==> src/rtl/alu_pkg.sv <==
// Shared definitions for the serial flag generator: FSM states, default sizing, Sign encoding.
package alu_pkg;

  typedef enum logic [1:0] {
    IDLE = 2'd0,
    RUN  = 2'd1,
    DONE = 2'd2
  } state_t;

  localparam int DEF_WIDTH = 32;
  localparam int DEF_STEP  = 4;

  localparam logic SIGN_UNSIGNED = 1'b0;
  localparam logic SIGN_SIGNED   = 1'b1;

endpackage

==> src/rtl/sub_slice.sv <==
// Combinational STEP-bit adder slice with carry-in and carry-out.
module sub_slice #(
  parameter int STEP = 4
) (
  input  logic [STEP-1:0] i_a,
  input  logic [STEP-1:0] i_b,
  input  logic            i_cin,
  output logic [STEP-1:0] o_sum,
  output logic            o_cout
);

  logic [STEP:0] w_full;

  assign w_full = {1'b0, i_a} + {1'b0, i_b} + {{STEP{1'b0}}, i_cin};
  assign o_sum  = w_full[STEP-1:0];
  assign o_cout = w_full[STEP];

endmodule

==> src/rtl/serial_flag_gen.sv <==
// Serial A-B (as A + ~B + 1), STEP bits per cycle, producing z/v/n compare flags.
// Optional FLAG_DIFF_OUT_EN adds the full difference on port S.
module serial_flag_gen
  import alu_pkg::*;
#(
  parameter int WIDTH = DEF_WIDTH,
  parameter int STEP  = DEF_STEP
) (
  input  logic             clk,
  input  logic             reset,
  input  logic             start,
  input  logic [WIDTH-1:0] A,
  input  logic [WIDTH-1:0] B,
  input  logic             Sign,
  output logic             busy,
  output logic             done,
  output logic             z,
  output logic             v,
  output logic             n,
`ifdef FLAG_DIFF_OUT_EN
  output logic [WIDTH-1:0] S,
`endif
  output state_t           dbg_state
);

  localparam int N  = WIDTH / STEP;
  localparam int CW = (N > 1) ? $clog2(N) : 1;

  state_t           r_state;
  logic [WIDTH-1:0] r_a;
  logic [WIDTH-1:0] r_nb;
  logic             r_sign;
  logic             r_a_msb;
  logic             r_b_msb;
  logic             r_carry;
  logic             r_zacc;
  logic [CW-1:0]    r_cnt;
  logic             r_busy;
  logic             r_done;
  logic             r_z;
  logic             r_v;
  logic             r_n;
`ifdef FLAG_DIFF_OUT_EN
  logic [WIDTH-1:0] r_res;
  logic [WIDTH-1:0] r_s;
`endif

  logic [STEP-1:0]  w_sum;
  logic             w_cout;
  logic             w_last;
  logic             w_res_msb;
  logic             w_slice_nz;

  sub_slice #(.STEP(STEP)) u_slice (
    .i_a    (r_a[STEP-1:0]),
    .i_b    (r_nb[STEP-1:0]),
    .i_cin  (r_carry),
    .o_sum  (w_sum),
    .o_cout (w_cout)
  );

  assign w_last     = (r_cnt == CW'(N - 1));
  assign w_res_msb  = w_sum[STEP-1];
  assign w_slice_nz = |w_sum;

  // Original operand MSBs are kept because the operand registers are shifted away during RUN.
  always_ff @(posedge clk or posedge reset) begin
    if (reset) begin
      r_state <= IDLE;
      r_a     <= '0;
      r_nb    <= '0;
      r_sign  <= 1'b0;
      r_a_msb <= 1'b0;
      r_b_msb <= 1'b0;
      r_carry <= 1'b0;
      r_zacc  <= 1'b0;
      r_cnt   <= '0;
      r_busy  <= 1'b0;
      r_done  <= 1'b0;
      r_z     <= 1'b0;
      r_v     <= 1'b0;
      r_n     <= 1'b0;
`ifdef FLAG_DIFF_OUT_EN
      r_res   <= '0;
      r_s     <= '0;
`endif
    end else begin
      case (r_state)
        IDLE, DONE: begin
          r_done <= 1'b0;
          if (start) begin
            r_a     <= A;
            r_nb    <= ~B;
            r_sign  <= Sign;
            r_a_msb <= A[WIDTH-1];
            r_b_msb <= B[WIDTH-1];
            r_carry <= 1'b1;
            r_zacc  <= 1'b0;
            r_cnt   <= '0;
            r_busy  <= 1'b1;
            r_state <= RUN;
          end else begin
            r_state <= IDLE;
          end
        end
        RUN: begin
          r_carry <= w_cout;
          r_zacc  <= r_zacc | w_slice_nz;
          r_a     <= r_a >> STEP;
          r_nb    <= r_nb >> STEP;
          r_cnt   <= r_cnt + 1'b1;
`ifdef FLAG_DIFF_OUT_EN
          r_res   <= {w_sum, r_res[WIDTH-1:STEP]};
`endif
          if (w_last) begin
            r_state <= DONE;
            r_busy  <= 1'b0;
            r_done  <= 1'b1;
            r_z     <= ~(r_zacc | w_slice_nz);
            if (r_sign == SIGN_SIGNED) begin
              r_n <= w_res_msb;
              r_v <= (r_a_msb != r_b_msb) && (w_res_msb != r_a_msb);
            end else begin
              r_n <= ~w_cout;
              r_v <= 1'b0;
            end
`ifdef FLAG_DIFF_OUT_EN
            r_s     <= {w_sum, r_res[WIDTH-1:STEP]};
`endif
          end
        end
        default: r_state <= IDLE;
      endcase
    end
  end

  assign busy      = r_busy;
  assign done      = r_done;
  assign z         = r_z;
  assign v         = r_v;
  assign n         = r_n;
  assign dbg_state = r_state;
`ifdef FLAG_DIFF_OUT_EN
  assign S         = r_s;
`endif

endmodule
==> config.mk <==
export PLATFORM = sky130hd
export DESIGN_NAME = serial_flag_gen
export DESIGN_NICKNAME = d
export VERILOG_FILES = /design/src/rtl/alu_pkg.sv /design/src/rtl/sub_slice.sv /design/src/rtl/serial_flag_gen.sv
export SDC_FILE = /design/constraint.sdc
export NUM_CORES = 1
export LEC_CHECK = 0
export CAP_MARGIN = 20
export CORE_MARGIN = 10
export CORE_UTILIZATION = 25
export CTS_CLUSTER_SIZE = 20
export DETAILED_ROUTE_END_ITERATION = 12
export SYNTH_ARGS = -nofsm -noshare
export SYNTH_HDL_FRONTEND = slang
export SYNTH_HIERARCHICAL = 1
export SYNTH_SLANG_ARGS = --single-unit
==> constraint.sdc <==
create_clock -name clk -period 2.4 [get_ports clk]
set_input_delay 0.24 -clock clk [delete_from_list [all_inputs] [get_ports clk]]
set_output_delay 0.24 -clock clk [all_outputs]
set_load 0.05 [all_outputs]
# == Yosys cells after proc, flatten, opt, wreduce, memory -nomap -nowiden ==
# Cells that the tools add are included.
# totals
register_bits,79
in_bits,68
out_inout_bits,7
wordCells,57
# op_classes
addsub,3
eq_ne,7
mux,19
bitwise_logic,4
n_reduce_logical,10
# op_table
op,count
$pmux 32 s2,2
$mux 32,2
$not 32->32,1
$pmux 1 s2,4
$reduce_and 2->1,4
$mux 1,7
$pmux 3 s2,1
$add 4x4->5,1
$add 5x1->5,1
$ne 2x2->1 const B,2
$pmux 2 s2,1
$reduce_or 4->1,1
$add 3x1->3 const B,1
$eq 3x3->1 const B,1
$mux 3,1
$reduce_and 3->1,1
$eq 2x1->1 const B,1
$eq 2x2->1 const B,1
$logic_not 2->1,1
$mux 2,1
$ne 1x1->1,2
$not 1->1,2
$reduce_bool 2->1,1
$reduce_or 2->1,1
2 further kinds,2

# == Depth between registers and ports, before layout ==
# Gate-level depths: netlist of run 1.
# depth
ltp_word,5
depth_mapped,9
mapped_depth_nobuf,9

# == Hierarchy ==
# Netlist of run 1, hierarchy kept.
# by_module_without_submodules
module,n_inst,cells_each,area_each_um2,seq_area_each_um2
serial_flag_gen,1,297,3261.9,1976.9
sub_slice,1,16,143.9,0.0

# == Worst setup path after synthesis of run 1 ==
# OpenSTA, ideal clock, no wires.
# synth_path
path_type,register to register
start,register r_a[0]
end,register r_z (netlist: z)
setup_ns,0.067
arrival_ns,1.836
required_time_ns,2.333
path_slack_ns,0.498
stages_incl_launch_ff,8
path_buffers,0
synth_period_minus_slack_ns,1.902
cell_sequence,dfrtp_1 fa_1 inv_1 fa_1 inv_1 or4_1 nor2_1 mux2_2
# synth_via
elab_chain_cells,5
# synth_lines
item,line_no,text
start: declaration,serial_flag_gen.sv:30,logic [WIDTH-1:0] r_a;
start signal: assignment,serial_flag_gen.sv:109,r_a <= r_a >> STEP;
$add 4x4->5,sub_slice.sv:14,"assign w_full = {1'b0, i_a} + {1'b0, i_b} + {{STEP{1'b0}}, i_cin};"
$add 5x1->5,sub_slice.sv:14,
named net w_sum[1],serial_flag_gen.sv:48,logic [STEP-1:0] w_sum;
$reduce_or 4->1,serial_flag_gen.sv:64,assign w_slice_nz = |w_sum;
$or 1x1->1,serial_flag_gen.sv:119,r_z <= ~(r_zacc | w_slice_nz);
$not 1->1,serial_flag_gen.sv:119,
end signal: assignment,serial_flag_gen.sv:119,
end: declaration,serial_flag_gen.sv:40,logic r_z;
# The timed path passes the listed nets, and every way through them passes these cells.
# A chain may end at the register's enable or synchronous reset.

# == Worst setup path in the final report of run 1 ==
# layout_path
start,register r_a[0]
end,register r_zacc
# layout_via
elab_chain_cells,5
# layout_lines
item,line_no,text
$add 4x4->5,sub_slice.sv:14,
$add 5x1->5,sub_slice.sv:14,
named net w_sum[1],serial_flag_gen.sv:48,
$reduce_or 4->1,serial_flag_gen.sv:64,
$or 1x1->1,serial_flag_gen.sv:108,r_zacc <= r_zacc | w_slice_nz;
$pmux 1 s2,serial_flag_gen.sv:88,case (r_state)
end signal: assignment,serial_flag_gen.sv:108,
end: declaration,serial_flag_gen.sv:36,logic r_zacc;
# The timed path passes the listed nets, and every way through them passes these cells.

==> run_results.csv, run 1 <==
group,metric,value,unit
outcome,status,"finished clean",
timing,finalHoldViolCount,0,
synthesis,synthXorXnorAreaFrac,0.514,%
timing,post-route-period-util,86.4,%
timing,drv_slew,0,
clock_tree,cts_max_level,3,
placement,dp_hpwl,6.58,mm
timing,hold_ws,0.290,ns
timing,setup_viol,0,
worst_setup_path,cpPeakStageDelay,0.52,ns
synthesis,synth_mux_area_share,0.331,%
synthesis,synth-adder-area-share,3.01,%
layout,syn2layout_area_growth,37.1,%
global_routing,antenna_found_initial,0,
timing,tightestPinTransition,0.616,ns
floorplan,initial_core_util,25.6,%
detailed_routing,dr.first_iter.drc_count,132,
layout,drive_gt1_share,8.03,%
timing,rsz0062_at_grt,"false",
timing,relSlewSlack,59.0,%
pwr,leakagePower,2.11,nW
clock_tree,post-cts-setup-buffer-count,0,
global_routing,grt.overflow.total,0,
detailed_routing,drc,0,
worst_setup_path,critPathLaunchType,"flip-flop",
worst_setup_path,endpoint_kind,"flip-flop",
synthesis,synth_cells,313,
pwr,clkPwrFrac,21.8,%
worst_setup_path,worst-setup-path-type,"reg -> reg",
layout,final_common_cell,"dfrtp_1",
clock_tree,cts.sinks,79,
timing,clock-skew-final,0.00490,ns
layout,diodes,0,
floorplan,core,13300,sq um
worst_setup_path,r2r-start,"r_a[0]",
worst_setup_path,crit_slowest_cell,"or4_1",
synthesis,yosysSeqAreaShare,58.0,%
clock_tree,clk-insertion-delay-late,0.32,ns
synthesis,ys_seq_elements,79,
placement,dp.cells,546,
worst_setup_path,crit_fanout,2,
global_routing,grt_pass1_vias,2892,
detailed_routing,post_drt_wl_per_cell,16.6,um
timing,fmax,482,MHz
detailed_routing,vias,2649,
worst_setup_path,setup.worst_path.start,"r_a[0]",
global_routing,grt_use_total,10.2,%
placement,gp_congestion,0.787,
floorplan,rows,42,
pwr,switching_share,36.9,%
layout,layout.cells.non_filler,562,
synthesis,yosys.area_share.simple,14.9,%
pwr,combPwrFrac,39.5,%
floorplan,io-pin-count,75,
synthesis,synth-edff-count,0,
pwr,p_total,6.01,mW
pwr,power_switching,2.22,mW
synthesis,async_flop_share,100,%
clock_tree,cts-root-buf,"clkbuf_16",
global_routing,grt_pass1_wl,15.2,mm
global_routing,grt_max_degree,41,
floorplan,die_h,137,um
layout,fin_util,35.1,%
synthesis,synth_top_family_by_area,"compound AO/OA/AOI/OAI gates",
floorplan,floorplan.die_area,18700,sq um
clock_tree,ctsResizeCount,0,
pwr,p_int,3.80,mW
clock_tree,path_clk_slew,0.06,ns
detailed_routing,drt_wl_total,9.33,mm
worst_setup_path,cp_top_family,"adder cells",
synthesis,avgSynthCellArea,10.9,sq um
clock_tree,holdBufCountCts,0,
detailed_routing,postRouteAntennaNets,0,
detailed_routing,vias_per_cell,4.71,
pwr,power_density,1290,nW/um^2
worst_setup_path,arrival,2.26,ns
synthesis,synth-main-ff-cell,"dfrtp_1",
detailed_routing,first_pass_iters,4,
clock_tree,numCtsBuffers,9,
synthesis,ys_warn_count,6,
timing,tns,0,ns
floorplan,die_w,137,um
worst_setup_path,path_buf_inv,2,
worst_setup_path,path_cells,"fa_1 -> inv_1 -> fa_1 -> inv_1 -> or4_1 -> nor2_1 -> o2bb2ai_1",
synthesis,synth-compound-area-share,18.7,%
worst_setup_path,required,2.58,ns
pwr,irDropWorstVdd,0.486,mV
job,cap_viol_max_count,0,
min_path,hold_path.class,"in -> async",
clock_tree,cts_tree,"done",
synthesis,synth_nets,388,
timing,period_needed,2.07,ns
synthesis,syn-cell-area,3410,sq um
clock_tree,clk_path_buf_depth,2,
placement,port_buffers,74,
pwr,seqPwrFrac,38.7,%
synthesis,synth_cell_type_count,29,
layout,final_cell_mix,"79 x dfrtp_1, 74 x clkdlybuf4s50_1, 41 x nand2_1",
layout,finalNetCount,456,
==> kinds of logic (layout without fill, tap and decap cells) <==
logic type / Yosys count / after routing
AO/OA/AOI/OAI: 76 / 76
XOR/XNOR: 2 / 2
adder cells (fa/ha/maj): 7 / 7
buffers and inverters: 32 / 105
flip-flops: 79 / 79
multiplexers: 1 / 1
AND/OR/NAND/NOR: 116 / 116
==> power groups by stage <==
stage / Combinational, mW / Sequential (mW) / Clock (mW)
6_report: 2.38 / 2.33 / 1.31
3_5_place_dp: 2.39 / 2.34 / 0
4_1_cts: 2.40 / 2.33 / 1.36
2_1_floorplan: 1.60 / 2.36 / 0
3_3_place_gp: 2.32 / 2.32 / 0
5_1_grt: 2.66 / 2.40 / 1.42
==> path summary, 6_finish.rpt <==
kind	endpoint	slack, ns	cells after the start
worst max-delay path	r_zacc	0.33	7
worst min-delay path	r_nb[30]	0.29	2
worst max register to register	r_zacc	0.33	7
worst min register to register	r_a[14]	0.49	2
max in group asynchronous	r_a[8]	1.49	3
min in group clk	r_sign	0.46	3
==> through the flow <==
stage          cell area [sq um]  setup slack, ns
2_1_floorplan               3410            0.137
3_3_place_gp                4370            0.414
3_5_place_dp                4370            0.342
4_1_cts                     4670            0.330
5_1_grt                     4670            0.211
6_report                    4670            0.326
==> sequential cells by signal, indices dropped and copies added, names as in the netlist <==
name and cells:
n 1, done 1, r_b_msb 1, r_carry 1, z 1, r_nb 32, r_sign 1, r_cnt 3
dbg_state 2, r_a_msb 1, r_a 32, busy 1, r_zacc 1, v 1
==> cell type report <==
cell class	instances	area (sq um)
fill	1321	8630
sequential	79	1980
multi-input combinational	202	1290
timing repair buffer	83	858
clock buffer	14	284
tap	176	220
inverter	6	23.8
clock inverter	2	12.5
==> metal layers <==
metal / wire [um] / GRT usage, % / vias up
met3: 433 / 3.23 / 5
met2: 4300 / 15.8 / 51
met1: 4540 / 13.4 / 1317
met4: 61 / 2.84 / 0
li1: - / - / 1276
met5: 0 / 0 / -
==> Yosys cell counts (5+ instances only) <==
| cell | number | area, sq um |
|---|---|---|
| nand3_1 | 29 | 145 |
| buf_2 | 14 | 70.1 |
| a221o_1 | 28 | 280 |
| inv_1 | 6 | 22.5 |
| nor2_1 | 34 | 128 |
| o2bb2ai_1 | 5 | 43.8 |
| a22o_1 | 6 | 52.6 |
| a22oi_1 | 28 | 210 |
| o21ai_0 | 6 | 30.0 |
| clkbuf_1 | 9 | 33.8 |
| ha_1 | 5 | 62.6 |
| nand2_1 | 41 | 154 |
| dfrtp_1 | 79 | 1980 |
Power figures use the tool's default switching activity.
==> run 2, diff against run 1 <==
--- a/config.mk
+++ b/config.mk
@@ -5,8 +5,9 @@
 export SDC_FILE = /design/constraint.sdc
 export NUM_CORES = 1
 export LEC_CHECK = 0
+export ABC_AREA = 1
 export CAP_MARGIN = 20
-export CORE_MARGIN = 10
+export CORE_MARGIN = 1
 export CORE_UTILIZATION = 25
 export CTS_CLUSTER_SIZE = 20
 export DETAILED_ROUTE_END_ITERATION = 12
==> run 2 against run 1 <==
  * Register-to-register slack better by 0.31 ns
  * Hold slack worse by 0.017 ns
  * Global-route usage is 2.3 points higher
  * Count of clock-buffer cells in the layout is 5 lower
  * Die area is 11% lower
  * Area after synthesis is 18% higher
  * Critical path depth is 6 lower
  * Clock power is 14% higher
  * Cell area is 14% higher
  * Sequential power hardly changed
  * Core utilization is 0.60 points lower
  * Combinational power is 19% higher
  * Largest cell class unchanged
  * Highest routed layer unchanged
==> run_results.csv, run 2 <==
group,metric,value,unit
outcome,status,"finished clean",
floorplan,initial_core_util,26.0,%
clock_tree,cts_tree,"done",
worst_setup_path,critPathLaunchType,"flip-flop",
layout,multi_input_area,1510,sq um
worst_setup_path,worst-setup-path-type,"reg -> out",
detailed_routing,drc,0,
timing,setup_viol,0,
detailed_routing,vias_per_cell,3.88,
synthesis,synth_top_cell_area_share,49.3,%
timing,rsz0062_at_grt,"false",
layout,finalNetCount,720,
clock_tree,cts_max_level,3,
global_routing,grt_pass1_vias,3276,
timing,finalHoldViolCount,0,
layout,syn2layout_area_growth,32.7,%
synthesis,ys_top_cells_by_area,"dfrtp_1 49%, nand2_1 30%, inv_1 10%",
detailed_routing,post_drt_wl_per_cell,10.8,um
min_path,hold_path.class,"in -> async",
worst_setup_path,path_buf_inv,1,
worst_setup_path,r2r-start,"r_a[0]",
worst_setup_path,cpPeakStageDelay,0.86,ns
detailed_routing,vias,3338,
synthesis,yosysSeqAreaShare,49.3,%
worst_setup_path,path_cells,"clkdlybuf4s50_1",
placement,dp_hpwl,6.24,mm
worst_setup_path,reg2reg_slack,0.64,ns
layout,final_common_cell,"nand2_1",
floorplan,floorplan.die_area,16600,sq um
worst_setup_path,crit_fanout,6,
synthesis,yosysMostFrequentCell,"nand2_1",
timing,post-route-period-util,80.2,%
worst_setup_path,rr_worst_depth,9,
clock_tree,post-cts-setup-buffer-count,0,
detailed_routing,drt_wl_total,9.33,mm
floorplan,core,15400,sq um
clock_tree,clk_path_buf_depth,2,
detailed_routing,postRouteAntennaNets,0,
layout,diodes,0,
synthesis,synth-main-ff-cell,"dfrtp_1",
layout,drive_gt1_share,4.62,%
clock_tree,ctsResizeCount,0,
timing,tightestPinTransition,0.607,ns
job,cap_viol_max_count,0,
layout,fillers,1695,
floorplan,rows,45,
placement,port_buffers,74,
placement,post-place-ws,0.668,ns
worst_setup_path,arrival,1.68,ns
global_routing,grt.overflow.total,0,
worst_setup_path,crit_slowest_cell,"clkdlybuf4s50_1",
detailed_routing,dr.first_iter.drc_count,216,
layout,reg.largest.list,"r_a (32), r_nb (32), r_cnt (3)",
timing,drv_slew,0,
layout,final_cell_mix,"321 x nand2_1, 107 x inv_1, 79 x dfrtp_1",
synthesis,syn-cell-area,4010,sq um
clock_tree,cts.sinks,79,
detailed_routing,first_pass_iters,4,
pwr,irDropWorstVdd,0.917,mV
floorplan,die_h,129,um
synthesis,synth_cell_type_count,18,
placement,gp_congestion,0.753,
clock_tree,numCtsBuffers,9,
pwr,leakagePower,2.95,nW
synthesis,synth_cells,571,
timing,setup_ws,0.475,ns
synthesis,async_flop_share,100,%
global_routing,antenna_found_initial,0,
worst_setup_path,cp_top_family,"buffers and inverters",
floorplan,io-pin-count,75,
synthesis,ys_warn_count,6,
synthesis,synth_top_cell_by_area,"dfrtp_1",
worst_setup_path,r2r_end,"z",
timing,hold_ws,0.273,ns
timing,clock-skew-final,0.00453,ns
synthesis,synth-edff-count,0,
timing,period_needed,1.92,ns
worst_setup_path,endpoint_kind,"output port",
synthesis,ys_seq_elements,79,
worst_setup_path,required,2.16,ns
timing,relSlewSlack,59.5,%
clock_tree,cts-root-buf,"clkbuf_16",
timing,tns,0,ns
synthesis,synth_commonest_cells,"321 x nand2_1, 108 x inv_1, 79 x dfrtp_1",
floorplan,die_w,129,um
clock_tree,path_clk_slew,0.06,ns
clock_tree,holdBufCountCts,0,
global_routing,grt_use_total,12.5,%
clock_tree,clk-insertion-delay-late,0.34,ns
global_routing,grt_max_degree,63,
synthesis,synth_nets,646,
global_routing,grt_pass1_wl,15.8,mm
synthesis,avgSynthCellArea,7.03,sq um
timing,fmax,520,MHz
pwr,power_density,1240,nW/um^2
layout,regArea,1980,sq um
run 2: cell types whose count changed in the layout (fill, tap and decap cells not counted), moves of 5 or more:
cell / delta
a22oi_1: -28
a22o_1: -6
nor2_1: -25
inv_1: +102
o22ai_1: +5
nand2_1: +280
a221o_1: -28
o2bb2ai_1: -5
nand3_1: -22
run 2: metrics by stage:
step | power (mW) | std cells | util, % | area [sq um]
final | 6.63 | 861 | 34.5 | 5330
after global routing | 7.29 | 861 | 34.5 | 5330
after CTS | 6.73 | 861 | 34.5 | 5330
after detailed placement | 5.19 | 845 | 32.4 | 5000
after global placement | 5.13 | 845 | 32.4 | 5000
after floorplan | 4.41 | 571 | - | 4010
run 2: worst max path at each step:
stage            startpoint  depth (start not counted)            to  slack (ns)
2_1_floorplan         reset                          1          busy        0.14
6_report       dbg_state[0]                          1  dbg_state[0]        0.48
3_3_place_gp         r_a[0]                          9             z        0.67
3_5_place_dp         r_a[0]                          9             z        0.67
5_1_grt        dbg_state[0]                          1  dbg_state[0]        0.42
4_1_cts        dbg_state[0]                          1  dbg_state[0]        0.46
run 2: per-layer routing:
layer / GRT usage, % / share of wire (%) / up-vias / wire, um
li1: - / - / 1776 / -
met1: 16.9 / 51 / 1490 / 4780
met2: 19.2 / 43 / 64 / 4000
met3: 3.45 / 4.8 / 8 / 444
met4: 3.94 / 1.2 / 0 / 110
met5: 0 / 0 / - / 0
run 2: cell type report:
cell class / count / area share (%)
clock buffer: 9 / 4.23
clock inverter: 7 / 1.81
inverter: 110 / 7.78
multi-input combinational: 364 / 28.3
sequential: 79 / 37.1
tap: 211 / 4.96
timing repair buffer: 81 / 15.8
run 2: cells by family after synthesis:
kind of cell / synth area share (%)
simple gates: 32.5
buf+inv: 13.5
flops: 49.3
compound gates: 2.03
fa+ha+maj: 2.56
xor+xnor: 0.218
run 2: power breakdown:
group	switching, mW	internal, mW	total, mW
clock	0.577	0.913	1.49
combinational	1.79	1.05	2.84
sequential	0.353	1.95	2.30
total	2.72	3.91	6.63
==> run 3, diff against run 2 <==
==> constraint.sdc (replaced) <==
create_clock -name clk -period 1.85 [get_ports clk]
set_input_delay 0.185 -clock clk [delete_from_list [all_inputs] [get_ports clk]]
set_output_delay 0.185 -clock clk [all_outputs]
set_load 0.05 [all_outputs]
==> run 3 against run 2 <==
  * Setup slack worse by 0.34 ns
  * Global-route usage is 0.34 points lower
  * Register-to-register slack worse by 0.47 ns
  * Die area unchanged
  * Critical endpoint is now z
  * Largest cell class unchanged
==> run_results.csv, run 3 (synthesis gave the netlist of run 2 again) <==
group,metric,value,unit
timing,setup_viol,0,
timing,period_needed,1.72,ns
clock_tree,ctsResizeCount,0,
layout,diodes,0,
layout,reg.largest.list,"r_a (32), r_nb (32), r_cnt (3)",
timing,tightestPinTransition,0.499,ns
min_path,hold_path.class,"in -> async",
worst_setup_path,path_depth,1,
clock_tree,cts.sinks,79,
layout,final_common_cell,"nand2_1",
worst_setup_path,reg2reg_slack,0.17,ns
pwr,leakagePower,2.94,nW
timing,finalHoldViolCount,0,
worst_setup_path,critPathLaunchType,"flip-flop",
detailed_routing,vias_per_cell,3.87,
placement,gp_congestion,0.752,
global_routing,grt_max_degree,65,
pwr,irDropWorstVdd,0.930,mV
global_routing,grt_pass1_wl,15.4,mm
worst_setup_path,required,1.66,ns
worst_setup_path,endpoint_kind,"output port",
floorplan,die_w,129,um
layout,fillers,1714,
detailed_routing,vias,3334,
detailed_routing,routed-wl-met3,434,um
clock_tree,clk-insertion-delay-late,0.33,ns
floorplan,initial_core_util,26.0,%
timing,relSlewSlack,66.6,%
worst_setup_path,crit_path_end,"z",
worst_setup_path,cp_top_family,"buffers and inverters",
floorplan,rows,45,
global_routing,grt_pass1_vias,3199,
detailed_routing,wl_met2,3.74,mm
worst_setup_path,crit_fanout,2,
pwr,p_total,8.30,mW
timing,tns,0,ns
worst_setup_path,r2r-start,"r_a[0]",
floorplan,die_h,129,um
clock_tree,cts_tree,"done",
layout,drive_gt1_share,5.07,%
detailed_routing,wl_met1,4.79,mm
timing,clock-skew-final,0.00346,ns
layout,syn2layout_area_growth,32.0,%
detailed_routing,drt_wl_total,9.14,mm
worst_setup_path,setup.worst_path.start,"z",
worst_setup_path,r2r_end,"z",
clock_tree,numCtsBuffers,9,
detailed_routing,dr.first_iter.drc_count,119,
timing,fmax,583,MHz
global_routing,grt.overflow.total,0,
detailed_routing,drc,0,
placement,post-place-ws,0.0974,ns
layout,multi_input_area,1510,sq um
clock_tree,path_clk_slew,0.06,ns
global_routing,grt_use_total,12.1,%
layout,regArea,1980,sq um
placement,dp_hpwl,6.18,mm
clock_tree,cts_max_level,3,
worst_setup_path,worst-setup-path-type,"reg -> out",
worst_setup_path,arrival,1.53,ns
global_routing,antenna_found_initial,0,
clock_tree,clk_path_buf_depth,2,
timing,drv_slew,0,
floorplan,core,15400,sq um
pwr,power_density,1570,nW/um^2
detailed_routing,postRouteAntennaNets,0,
timing,rsz0062_at_grt,"false",
worst_setup_path,crit_slowest_cell,"clkdlybuf4s50_1",
detailed_routing,post_drt_wl_per_cell,10.6,um
placement,port_buffers,74,
clock_tree,holdBufCountCts,0,
job,cap_viol_max_count,0,
timing,setup_ws,0.134,ns
detailed_routing,first_pass_iters,4,
floorplan,io-pin-count,75,
worst_setup_path,path_buf_inv,1,
outcome,status,"finished clean",
timing,post-route-period-util,92.7,%
worst_setup_path,rr_worst_depth,9,
clock_tree,post-cts-setup-buffer-count,0,
floorplan,floorplan.die_area,16600,sq um
worst_setup_path,path_cells,"clkdlybuf4s50_1",
clock_tree,cts-root-buf,"clkbuf_16",
layout,final_cell_mix,"321 x nand2_1, 107 x inv_1, 79 x dfrtp_1",
detailed_routing,highest_layer,"met4",
worst_setup_path,cpPeakStageDelay,0.82,ns
layout,finalNetCount,722,
-- run 3: layout make-up --
type,count,area share (%)
Timing Repair Buffer,83,16.3
Multi-Input combinational cell,364,28.5
Inverter,110,7.86
Sequential cell,79,37.3
Tap cell,211,4.98
Clock buffer,11,4.58
Clock inverter,4,0.425
-- run 3: report_power, final --
group / switching, mW / internal [mW] / total (mW)
Combinational: 2.29 / 1.40 / 3.69
Clock: 0.676 / 0.930 / 1.61
Sequential: 0.467 / 2.53 / 3.00
Total: 3.44 / 4.86 / 8.30
-- run 3: worst min-delay path by stage --
stage,start,end,slack [ns],cells past startpoint
global placement,r_a[30],r_a[30],0.45,2
finish,reset,r_a[5],0.27,3
global route,reset,r_a[8],0.29,3
floorplan,B[28],r_nb[28],0.30,1
CTS,reset,r_a[8],0.27,3
detailed placement,r_a[28],r_a[28],0.46,2
-- run 3: metrics by stage --
stage / utilization (%) / instance area (sq um) / hold WS [ns] / cells
4_1_cts: 34.3 / 5300 / 0.266 / 862
3_3_place_gp: 32.6 / 5030 / 0.453 / 847
5_1_grt: 34.3 / 5300 / 0.286 / 862
2_1_floorplan: - / 4020 / 0.295 / 571
3_5_place_dp: 32.6 / 5030 / 0.459 / 847
6_report: 34.3 / 5300 / 0.271 / 862
-- run 3: layer usage --
| layer | vias up | global-route usage [%] |
|---|---|---|
| met5 | - | 0 |
| met4 | 0 | 4.43 |
| met2 | 58 | 17.4 |
| met1 | 1483 | 17.0 |
| li1 | 1784 | - |
| met3 | 9 | 3.83 |
